<file path="config.mk">
export PLATFORM = sky130hd
export DESIGN_NAME = itwd_mul00_flat
export DESIGN_NICKNAME = d
export VERILOG_FILES = /design/src/rtl/fft_pkg.sv /design/src/rtl/itwd_mul00_if.sv /design/src/rtl/itwd_beat_cnt.sv /design/src/rtl/itwd_mul00.sv /design/src/flat_wrapper.sv
export SDC_FILE = /design/constraint.sdc
export NUM_CORES = 2
export LEC_CHECK = 0
export ABC_AREA = 0
export CORE_AREA = 2 2 506 508
export CTS_CLUSTER_SIZE = 20
export DETAILED_ROUTE_END_ITERATION = 6
export DIE_AREA = 0 0 508 510
export HOLD_SLACK_MARGIN = 0.15
export PLACE_DENSITY = 0.3
export SETUP_SLACK_MARGIN = 0.1
export SLEW_MARGIN = 25
export SYNTH_ARGS = -nofsm -noshare
export SYNTH_HDL_FRONTEND = slang
export SYNTH_SLANG_ARGS = --single-unit
</file>
<file path="constraint.sdc">
create_clock -name clk -period 1.75 [get_ports clk]
set_input_delay 0.35 -clock clk [delete_from_list [all_inputs] [get_ports clk]]
set_output_delay 0.35 -clock clk [all_outputs]
set_load 0.1 [all_outputs]
</file>
<file path="src/rtl/fft_pkg.sv">
// Shared constants, sample type and negation rule for the IFFT stage-0 twiddle multiplier.
// Build option: ITWD00_SAT_EN selects a saturating negation; without it, negation wraps.
package fft_pkg;

    localparam int FFT_WIDTH       = 9;
    localparam int FFT_LANES       = 16;
    localparam int FFT_FRAME_BEATS = 32;
    localparam int FFT_CNT_W       = $clog2(FFT_FRAME_BEATS);

    typedef logic signed [FFT_WIDTH:0] sample_t;

`ifdef ITWD00_SAT_EN
    localparam sample_t SAMPLE_MIN = {1'b1, {FFT_WIDTH{1'b0}}};
    localparam sample_t SAMPLE_MAX = {1'b0, {FFT_WIDTH{1'b1}}};
`endif

    // The only input whose negation overflows is the most negative code.
    function automatic sample_t neg_sample(input sample_t x);
`ifdef ITWD00_SAT_EN
        if (x == SAMPLE_MIN) begin
            return SAMPLE_MAX;
        end
`endif
        return -x;
    endfunction

endpackage

</file>
<file path="src/rtl/itwd_mul00_if.sv">
// Beat bus between the stage-0 butterfly, the twiddle multiplier and the stage-1 butterfly.
// Build option: ITWD00_SAT_EN adds the o_sat_flag signal.
interface itwd_mul00_if;
    import fft_pkg::*;

    logic                 i_valid;
    logic                 i_clr;
    sample_t              i_bfly_sum_re  [FFT_LANES];
    sample_t              i_bfly_sum_im  [FFT_LANES];
    sample_t              i_bfly_diff_re [FFT_LANES];
    sample_t              i_bfly_diff_im [FFT_LANES];

    logic                 o_valid;
    sample_t              o_sum_re  [FFT_LANES];
    sample_t              o_sum_im  [FFT_LANES];
    sample_t              o_diff_re [FFT_LANES];
    sample_t              o_diff_im [FFT_LANES];
    logic                 o_frame_last;
    logic [FFT_CNT_W-1:0] o_beat_idx;
`ifdef ITWD00_SAT_EN
    logic                 o_sat_flag;
`endif

    modport master (
        output i_valid, i_clr, i_bfly_sum_re, i_bfly_sum_im, i_bfly_diff_re, i_bfly_diff_im,
        input  o_valid, o_sum_re, o_sum_im, o_diff_re, o_diff_im, o_frame_last, o_beat_idx
`ifdef ITWD00_SAT_EN
        , input o_sat_flag
`endif
    );

    modport slave (
        input  i_valid, i_clr, i_bfly_sum_re, i_bfly_sum_im, i_bfly_diff_re, i_bfly_diff_im,
        output o_valid, o_sum_re, o_sum_im, o_diff_re, o_diff_im, o_frame_last, o_beat_idx
`ifdef ITWD00_SAT_EN
        , output o_sat_flag
`endif
    );

endinterface

</file>
<file path="src/rtl/itwd_beat_cnt.sv">
// Mod-FFT_FRAME_BEATS beat counter; clr dominates en, count is the index of the next beat.
module itwd_beat_cnt
    import fft_pkg::*;
(
    input  logic                 clk,
    input  logic                 rst,
    input  logic                 en,
    input  logic                 clr,
    output logic [FFT_CNT_W-1:0] count,
    output logic                 last
);

    logic [FFT_CNT_W-1:0] count_d, count_q;

    // Next count: restart on clr, advance (with wrap) on en, otherwise hold.
    always_comb begin
        count_d = count_q;
        if (clr) begin
            count_d = '0;
        end else if (en) begin
            count_d = last ? '0 : count_q + 1'b1;
        end
    end

    // Counter register.
    always_ff @(posedge clk) begin
        if (rst) begin
            count_q <= '0;
        end else begin
            count_q <= count_d;
        end
    end

    assign last  = (count_q == FFT_CNT_W'(FFT_FRAME_BEATS - 1));
    assign count = count_q;

endmodule

</file>
<file path="src/rtl/itwd_mul00.sv">
// IFFT stage-0 twiddle multiplier: diff lanes x1 in the first half of a frame, x(+j) in the
// second half; sum lanes pass through. One register stage, no backpressure.
// Build option: ITWD00_SAT_EN saturates -(-2^WIDTH) and drives o_sat_flag.
module itwd_mul00
    import fft_pkg::*;
(
    input logic          clk,
    input logic          rst,
    itwd_mul00_if.slave  bus
);

    logic [FFT_CNT_W-1:0] cnt;
    logic                 cnt_last;
    logic                 sel;
    logic                 beat_ok;

    sample_t tw_re [FFT_LANES];
    sample_t tw_im [FFT_LANES];

    sample_t sum_re_d  [FFT_LANES], sum_re_q  [FFT_LANES];
    sample_t sum_im_d  [FFT_LANES], sum_im_q  [FFT_LANES];
    sample_t diff_re_d [FFT_LANES], diff_re_q [FFT_LANES];
    sample_t diff_im_d [FFT_LANES], diff_im_q [FFT_LANES];

    logic                 valid_d, valid_q;
    logic                 last_d, last_q;
    logic [FFT_CNT_W-1:0] idx_d, idx_q;
`ifdef ITWD00_SAT_EN
    logic                 sat_d, sat_q;
`endif

    itwd_beat_cnt u_beat_cnt (
        .clk   (clk),
        .rst   (rst),
        .en    (bus.i_valid),
        .clr   (bus.i_clr),
        .count (cnt),
        .last  (cnt_last)
    );

    // Twiddle select: second half of the frame rotates the diff by +j.
    always_comb begin
        sel = (cnt >= FFT_CNT_W'(FFT_FRAME_BEATS / 2));
        for (int l = 0; l < FFT_LANES; l++) begin
            tw_re[l] = sel ? neg_sample(bus.i_bfly_diff_im[l]) : bus.i_bfly_diff_re[l];
            tw_im[l] = sel ? bus.i_bfly_diff_re[l] : bus.i_bfly_diff_im[l];
        end
    end

    // Next output state: load on an accepted beat (clear discards it), hold data otherwise.
    always_comb begin
        beat_ok = bus.i_valid && !bus.i_clr;
        valid_d = beat_ok;
        last_d  = beat_ok && cnt_last;
        idx_d   = beat_ok ? cnt : idx_q;
        for (int l = 0; l < FFT_LANES; l++) begin
            sum_re_d[l]  = beat_ok ? bus.i_bfly_sum_re[l] : sum_re_q[l];
            sum_im_d[l]  = beat_ok ? bus.i_bfly_sum_im[l] : sum_im_q[l];
            diff_re_d[l] = beat_ok ? tw_re[l] : diff_re_q[l];
            diff_im_d[l] = beat_ok ? tw_im[l] : diff_im_q[l];
        end
`ifdef ITWD00_SAT_EN
        sat_d = 1'b0;
        for (int l = 0; l < FFT_LANES; l++) begin
            if (beat_ok && sel && (bus.i_bfly_diff_im[l] == SAMPLE_MIN)) begin
                sat_d = 1'b1;
            end
        end
`endif
    end

    // Output registers across all lanes.
    always_ff @(posedge clk) begin
        if (rst) begin
            valid_q <= 1'b0;
            last_q  <= 1'b0;
            idx_q   <= '0;
            for (int l = 0; l < FFT_LANES; l++) begin
                sum_re_q[l]  <= '0;
                sum_im_q[l]  <= '0;
                diff_re_q[l] <= '0;
                diff_im_q[l] <= '0;
            end
`ifdef ITWD00_SAT_EN
            sat_q   <= 1'b0;
`endif
        end else begin
            valid_q <= valid_d;
            last_q  <= last_d;
            idx_q   <= idx_d;
            for (int l = 0; l < FFT_LANES; l++) begin
                sum_re_q[l]  <= sum_re_d[l];
                sum_im_q[l]  <= sum_im_d[l];
                diff_re_q[l] <= diff_re_d[l];
                diff_im_q[l] <= diff_im_d[l];
            end
`ifdef ITWD00_SAT_EN
            sat_q   <= sat_d;
`endif
        end
    end

    assign bus.o_valid      = valid_q;
    assign bus.o_frame_last = last_q;
    assign bus.o_beat_idx   = idx_q;
    assign bus.o_sum_re     = sum_re_q;
    assign bus.o_sum_im     = sum_im_q;
    assign bus.o_diff_re    = diff_re_q;
    assign bus.o_diff_im    = diff_im_q;
`ifdef ITWD00_SAT_EN
    assign bus.o_sat_flag   = sat_q;
`endif

endmodule

</file>
<file path="src/flat_wrapper.sv">
// flat-port wrapper written by rule: the top's interface ports become plain ports
module itwd_mul00_flat import fft_pkg::*;
  (clk, rst, bus_i_valid, bus_i_clr, bus_i_bfly_sum_re, bus_i_bfly_sum_im, bus_i_bfly_diff_re, bus_i_bfly_diff_im, bus_o_valid, bus_o_sum_re, bus_o_sum_im, bus_o_diff_re, bus_o_diff_im, bus_o_frame_last, bus_o_beat_idx);
  itwd_mul00_if bus_i ();
  input logic clk;
  input logic rst;
  input wire logic [$bits(bus_i.i_valid)-1:0] bus_i_valid;
  input wire logic [$bits(bus_i.i_clr)-1:0] bus_i_clr;
  input wire logic [$bits(bus_i.i_bfly_sum_re)-1:0] bus_i_bfly_sum_re;
  input wire logic [$bits(bus_i.i_bfly_sum_im)-1:0] bus_i_bfly_sum_im;
  input wire logic [$bits(bus_i.i_bfly_diff_re)-1:0] bus_i_bfly_diff_re;
  input wire logic [$bits(bus_i.i_bfly_diff_im)-1:0] bus_i_bfly_diff_im;
  output wire logic [$bits(bus_i.o_valid)-1:0] bus_o_valid;
  output wire logic [$bits(bus_i.o_sum_re)-1:0] bus_o_sum_re;
  output wire logic [$bits(bus_i.o_sum_im)-1:0] bus_o_sum_im;
  output wire logic [$bits(bus_i.o_diff_re)-1:0] bus_o_diff_re;
  output wire logic [$bits(bus_i.o_diff_im)-1:0] bus_o_diff_im;
  output wire logic [$bits(bus_i.o_frame_last)-1:0] bus_o_frame_last;
  output wire logic [$bits(bus_i.o_beat_idx)-1:0] bus_o_beat_idx;
  assign bus_i.i_valid = bus_i_valid;
  assign bus_i.i_clr = bus_i_clr;
  assign bus_i.i_bfly_sum_re = {>>{bus_i_bfly_sum_re}};
  assign bus_i.i_bfly_sum_im = {>>{bus_i_bfly_sum_im}};
  assign bus_i.i_bfly_diff_re = {>>{bus_i_bfly_diff_re}};
  assign bus_i.i_bfly_diff_im = {>>{bus_i_bfly_diff_im}};
  assign bus_o_valid = bus_i.o_valid;
  assign bus_o_sum_re = {>>{bus_i.o_sum_re}};
  assign bus_o_sum_im = {>>{bus_i.o_sum_im}};
  assign bus_o_diff_re = {>>{bus_i.o_diff_re}};
  assign bus_o_diff_im = {>>{bus_i.o_diff_im}};
  assign bus_o_frame_last = bus_i.o_frame_last;
  assign bus_o_beat_idx = bus_i.o_beat_idx;
  itwd_mul00 u_core (.clk(clk), .rst(rst), .bus(bus_i));
endmodule
</file>
**After elaboration in Yosys (flattened, before gate mapping)**

Index checks and enable logic that the tools add are counted.

- Eq/ne operators: 1
- Reduce and logical (&&, ||, !) cells: 4
- Magnitude comparators: 1
- Add/subtract/negate cells: 17
- Mux-type cells: 33

Operators with widths:

| cell | number |
|---|---|
| 10-bit 2-to-1 mux | 32 |
| 10-bit negator | 16 |
| 5-bit by 1-bit adder with 5-bit output (second input constant) | 1 |
| 5-bit == test (second input constant) | 1 |
| 5-bit >= comparator (second input constant) | 1 |
| 5-bit 2-to-1 mux | 1 |
| 1-bit logical AND | 2 |
| 2-bit OR reduction | 1 |
| 1-bit logical NOT | 1 |

- Register bits: 652
- Input bits: 644

**Longest topological paths before layout**

- Depth after elaboration: 3
- Mapped depth: 8
- Depth with buffers taken out: 6

**By module**

From an unflattened synthesis, not the netlist that was laid out.

- Cell total of the unflattened synthesis: 3265
- Area total of the unflattened synthesis: 27776.6 µm²

By module, submodules not included:

| module | area each (µm²) | instances | sequential area each (µm²) | cells an instance |
|---|---|---|---|---|
| itwd_mul00 | 27547.7 | 1 | 12952.4 | 3243 |
| itwd_beat_cnt | 229.0 | 1 | 100.1 | 22 |

**Worst setup path after synthesis**

Ideal clock, no wire load.

- Path kind: input-to-reg
- Start: input port bus_i_bfly_diff_im[62]
- End: register u_core.diff_re_q (netlist bit u_core.bus.o_diff_re[65])
- Data required time: 1.618 ns
- Path slack: 0.230 ns
- Path buffers: 0
- Library setup time: 0.132 ns
- Arrival: 1.388 ns
- Cell stages on the path: 4
- Cell sequence: or4_4 or3_1 a31oi_1 nor3_1

- Longest elaborated chain between the ends: 2

RTL lines:

| item | line | source |
|---|---|---|
| start: declaration | flat_wrapper.sv:12 | `input wire logic [$bits(bus_i.i_bfly_diff_im)-1:0] bus_i_bfly_diff_im;` |
| 10-bit negator | fft_pkg.sv:24 | `return -x;` |
| 10-bit 2-to-1 mux | itwd_mul00.sv:45 | `tw_re[l] = sel ? neg_sample(bus.i_bfly_diff_im[l]) : bus.i_bfly_diff_re[l];` |
| end signal: indexed assignment | itwd_mul00.sv:94 | `diff_re_q[l] <= diff_re_d[l];` |
| end: declaration | itwd_mul00.sv:22 | `sample_t diff_re_d [FFT_LANES], diff_re_q [FFT_LANES];` |

Every way passes these cells.
A chain may end at the register's enable or synchronous reset.

**Worst setup path in the final report**

- Start: register u_core.diff_re_q (netlist bit u_core.bus.o_diff_re[21])
- End: output port bus_o_diff_re[21]

RTL lines:

| item | line | source |
|---|---|---|
| end: declaration | flat_wrapper.sv:16 | `output wire logic [$bits(bus_i.o_diff_re)-1:0] bus_o_diff_re;` |

No word-level cell between the ends.

==> reports/qor.yml <==
global_route:
  antenna_found_initial: 39
  grt_pass1_vias: 31600
  grtUsageTotal: 0.146
  overflow: 0
  grt_max_degree: 79
  grt_pass1_wl_mm: 266
floorplan:
  core_area_um2: 253000
  dieWidth_um: 508
  io_pins: 1291
  rows: 185
  dieArea_um2: 259000
  die_h_um: 510
  initial_core_util: 0.108
critical_path:
  cp_top_family: "flip-flops"
  path_buf_inv: 1
  cp.required_ps: 1400
  cp-end-kind: "primary output"
  crit_start: "u_core.bus.o_diff_re[21]"
  arrival_ps: 1340
  reg2reg_slack_ps: 150
  slowest_stage: "dfxtp_2"
  r2r-end: "u_core.bus.o_diff_re[11]"
  worstSetupEndpoint: "bus_o_diff_re[21]"
  crit_fanout: 2
  start_kind: "register"
  max_stage_delay_ps: 360
  crit_type: "reg -> out"
  rr_worst_depth: 4
  cp_num_cells: 1
  worstReg2RegStart: "u_core.u_beat_cnt.count[4]"
  crit_chain: "buf_12"
sta:
  tightest_slew_ps: 478
  worst_slack_ps: 56.1
  fmax_mhz: 590
  finalSetupViolCount: 0
  rsz0062_at_grt: "true"
  finClkSkew_ps: 45.3
  finalHoldViolCount: 0
  slew_headroom: 0.681
  slew_viol_final: 0
  fin_crit_sh: 0.968
  min_period_ps: 1690
cells_and_area:
  final_common_cell: "buf_12"
  final_layout_size_suffix_gt1_frac: 0.372
  layout_common_cells: "buf_12 (704), nand2_1 (682), clkdlybuf4s50_1 (642)"
  nets: 5806
  fin_util: 0.243
  finish.instance_area_um2: 61700
  area_delta_synth_final_pct: 124
placement:
  post_dp_cell_area_um2: 53500
  place.gp.congestion: 0.839
  pre_cts_ws_ps: -647
  io_buffers: 1290
  hpwl_mm: 162
clock_network:
  cts_root_buf: "clkbuf_16"
  cts-htree-levels: 3
  cts_tree: "built"
  clk_latency_ps: 740
  clk_pin_slew_ps: 60
  cts-buffers-inserted: 95
  cts_buffer_depth: 3
  cts_sinks: 652
power:
  powerDensity_nw_per_um2: 850
  swShare: 0.354
  p_clk_frac: 0.391
  intPower_uw: 33900
  leakage_uw: 0.0224
  p_comb_frac: 0.292
  p_sw_uw: 18500
  ir_drop_v: 0.000872
  p_seq_frac: 0.317
drt:
  drt_wl_total_mm: 198
  wl_per_cell_um: 23.0
  avgViaCountPerCell: 3.61
  drtIter0Drc: 1328
  drc: 0
  ant_nets: 0
  firstDrtPassIters: 5
  vias: 31000
yosys:
  yosysSeqAreaShare: 0.475
  avgSynthCellArea_um2: 8.43
  ys_warn_count: 0
  ys_seq_elements: 652
  syn-num-nets: 3922
  syn_area_um2: 27500
  synthDistinctLibCells: 34
  syn_inst: 3259
run:
  drv_cap: 0
run_status:
  status: "finished, final reports clean"
min_path:
  hp-class: "in -> reg"
final cells by class:
class,instances,area (um^2)
Antenna cell,14,35.0
Clock buffer,142,2820
Clock inverter,31,458
Fill cell,27200,192000
Inverter,48,180
Multi-Input combinational cell,2296,13100
Sequential cell,652,14400
Tap cell,3366,4210
Timing Repair Buffer,2050,26500
power groups by stage:
stage / sequential [uW] / combinational [uW] / clock (uW)
after floorplan: 22000 / 2030 / 0
after global placement: 16900 / 14700 / 0
after detailed placement: 16900 / 14700 / 0
after CTS: 16700 / 15400 / 21500
after global routing: 16700 / 16000 / 22000
final: 16600 / 15300 / 20500
how the worst min path moves through the flow:
stage / from / end / cells past startpoint
floorplan: u_core.u_beat_cnt.count[3] / u_core.bus.o_beat_idx[3] / 2
CTS: bus_i_bfly_sum_re[134] / u_core.bus.o_sum_re[134] / 3
detailed placement: u_core.bus.o_sum_re[140] / u_core.bus.o_sum_re[140] / 2
global placement: u_core.bus.o_sum_im[106] / u_core.bus.o_sum_im[106] / 2
global route: bus_i_bfly_sum_re[134] / u_core.bus.o_sum_re[134] / 3
finish: bus_i_bfly_sum_im[1] / u_core.bus.o_sum_im[1] / 3
sequential cells by signal (all words and copies together) (netlist names):
register	cells
u_core.bus.o_beat_idx	5
u_core.bus.o_sum_im	160
u_core.bus.o_diff_re	160
u_core.u_beat_cnt.count	5
u_core.bus.o_sum_re	160
u_core.bus.o_frame_last	1
u_core.bus.o_diff_im	160
u_core.bus.o_valid	1
cells by family after synthesis:
group / after synthesis / share of synthesized area
flops: 652 / 0.475
compound gates: 756 / 0.164
fa+ha+maj: 19 / 0.00865
mux: 229 / 0.0834
simple gates: 1177 / 0.182
xor+xnor: 115 / 0.0367
buf+inv: 311 / 0.0501
stage by stage:
| stage | cells | hold slack [ps] | total power (uW) | TNS (ps) |
|---|---|---|---|---|
| global route | 8594 | 189 | 54600 | -347 |
| detailed placement | 8035 | 485 | 31600 | -261430 |
| floorplan | 3259 | 452 | 24000 | 0 |
| global placement | 8035 | 478 | 31600 | -244140 |
| CTS | 8511 | 151 | 53600 | -4060 |
| finish | 8599 | 238 | 52400 | 0 |
cells in the mapped netlist:
library cell | count | area, um^2
xnor2_1 | 99 | 867
buf_6 | 3 | 33.8
ha_1 | 19 | 238
nor3_1 | 50 | 250
and2_1 | 1 | 6.26
o21ai_0 | 16 | 80.1
or2_1 | 1 | 6.26
or4_4 | 1 | 11.3
xor2_1 | 16 | 140
nand4_1 | 1 | 6.26
nand2b_1 | 2 | 12.5
nand3b_1 | 1 | 7.51
mux2i_1 | 229 | 2290
a21oi_1 | 406 | 2030
a211oi_1 | 228 | 1710
buf_4 | 13 | 97.6
or3_1 | 2 | 12.5
nand2_1 | 682 | 2560
nor2b_1 | 1 | 6.26
o31ai_1 | 13 | 97.6
buf_2 | 110 | 551
nand3_1 | 33 | 165
and3_1 | 1 | 6.26
inv_1 | 48 | 180
nor3b_1 | 97 | 728
nor2_1 | 275 | 1030
or4_1 | 12 | 90.1
dfxtp_1 | 652 | 13100
clkbuf_1 | 135 | 507
o22ai_1 | 79 | 494
nor4bb_1 | 1 | 10.0
a31oi_1 | 14 | 87.6
buf_1 | 2 | 7.51
nor4_1 | 16 | 100
layer usage:
layer  GRT usage  vias up  wire length, um
li1            -    15100                -
met1       0.167    14600            78600
met2       0.250     1052            96200
met3      0.0566      224            17700
met4      0.0427       38             5080
met5           0        -              244
repair_timing:
item,4_1_cts,5_1_grt
gates resized for setup,788,62
endpoints found under the setup margin,648,650
buffers inserted,28,74
endpoints found under the hold margin,286,0
hold buffers,275,0
gates cloned,0,0
No activity file was read; power rests on OpenSTA's default activity.
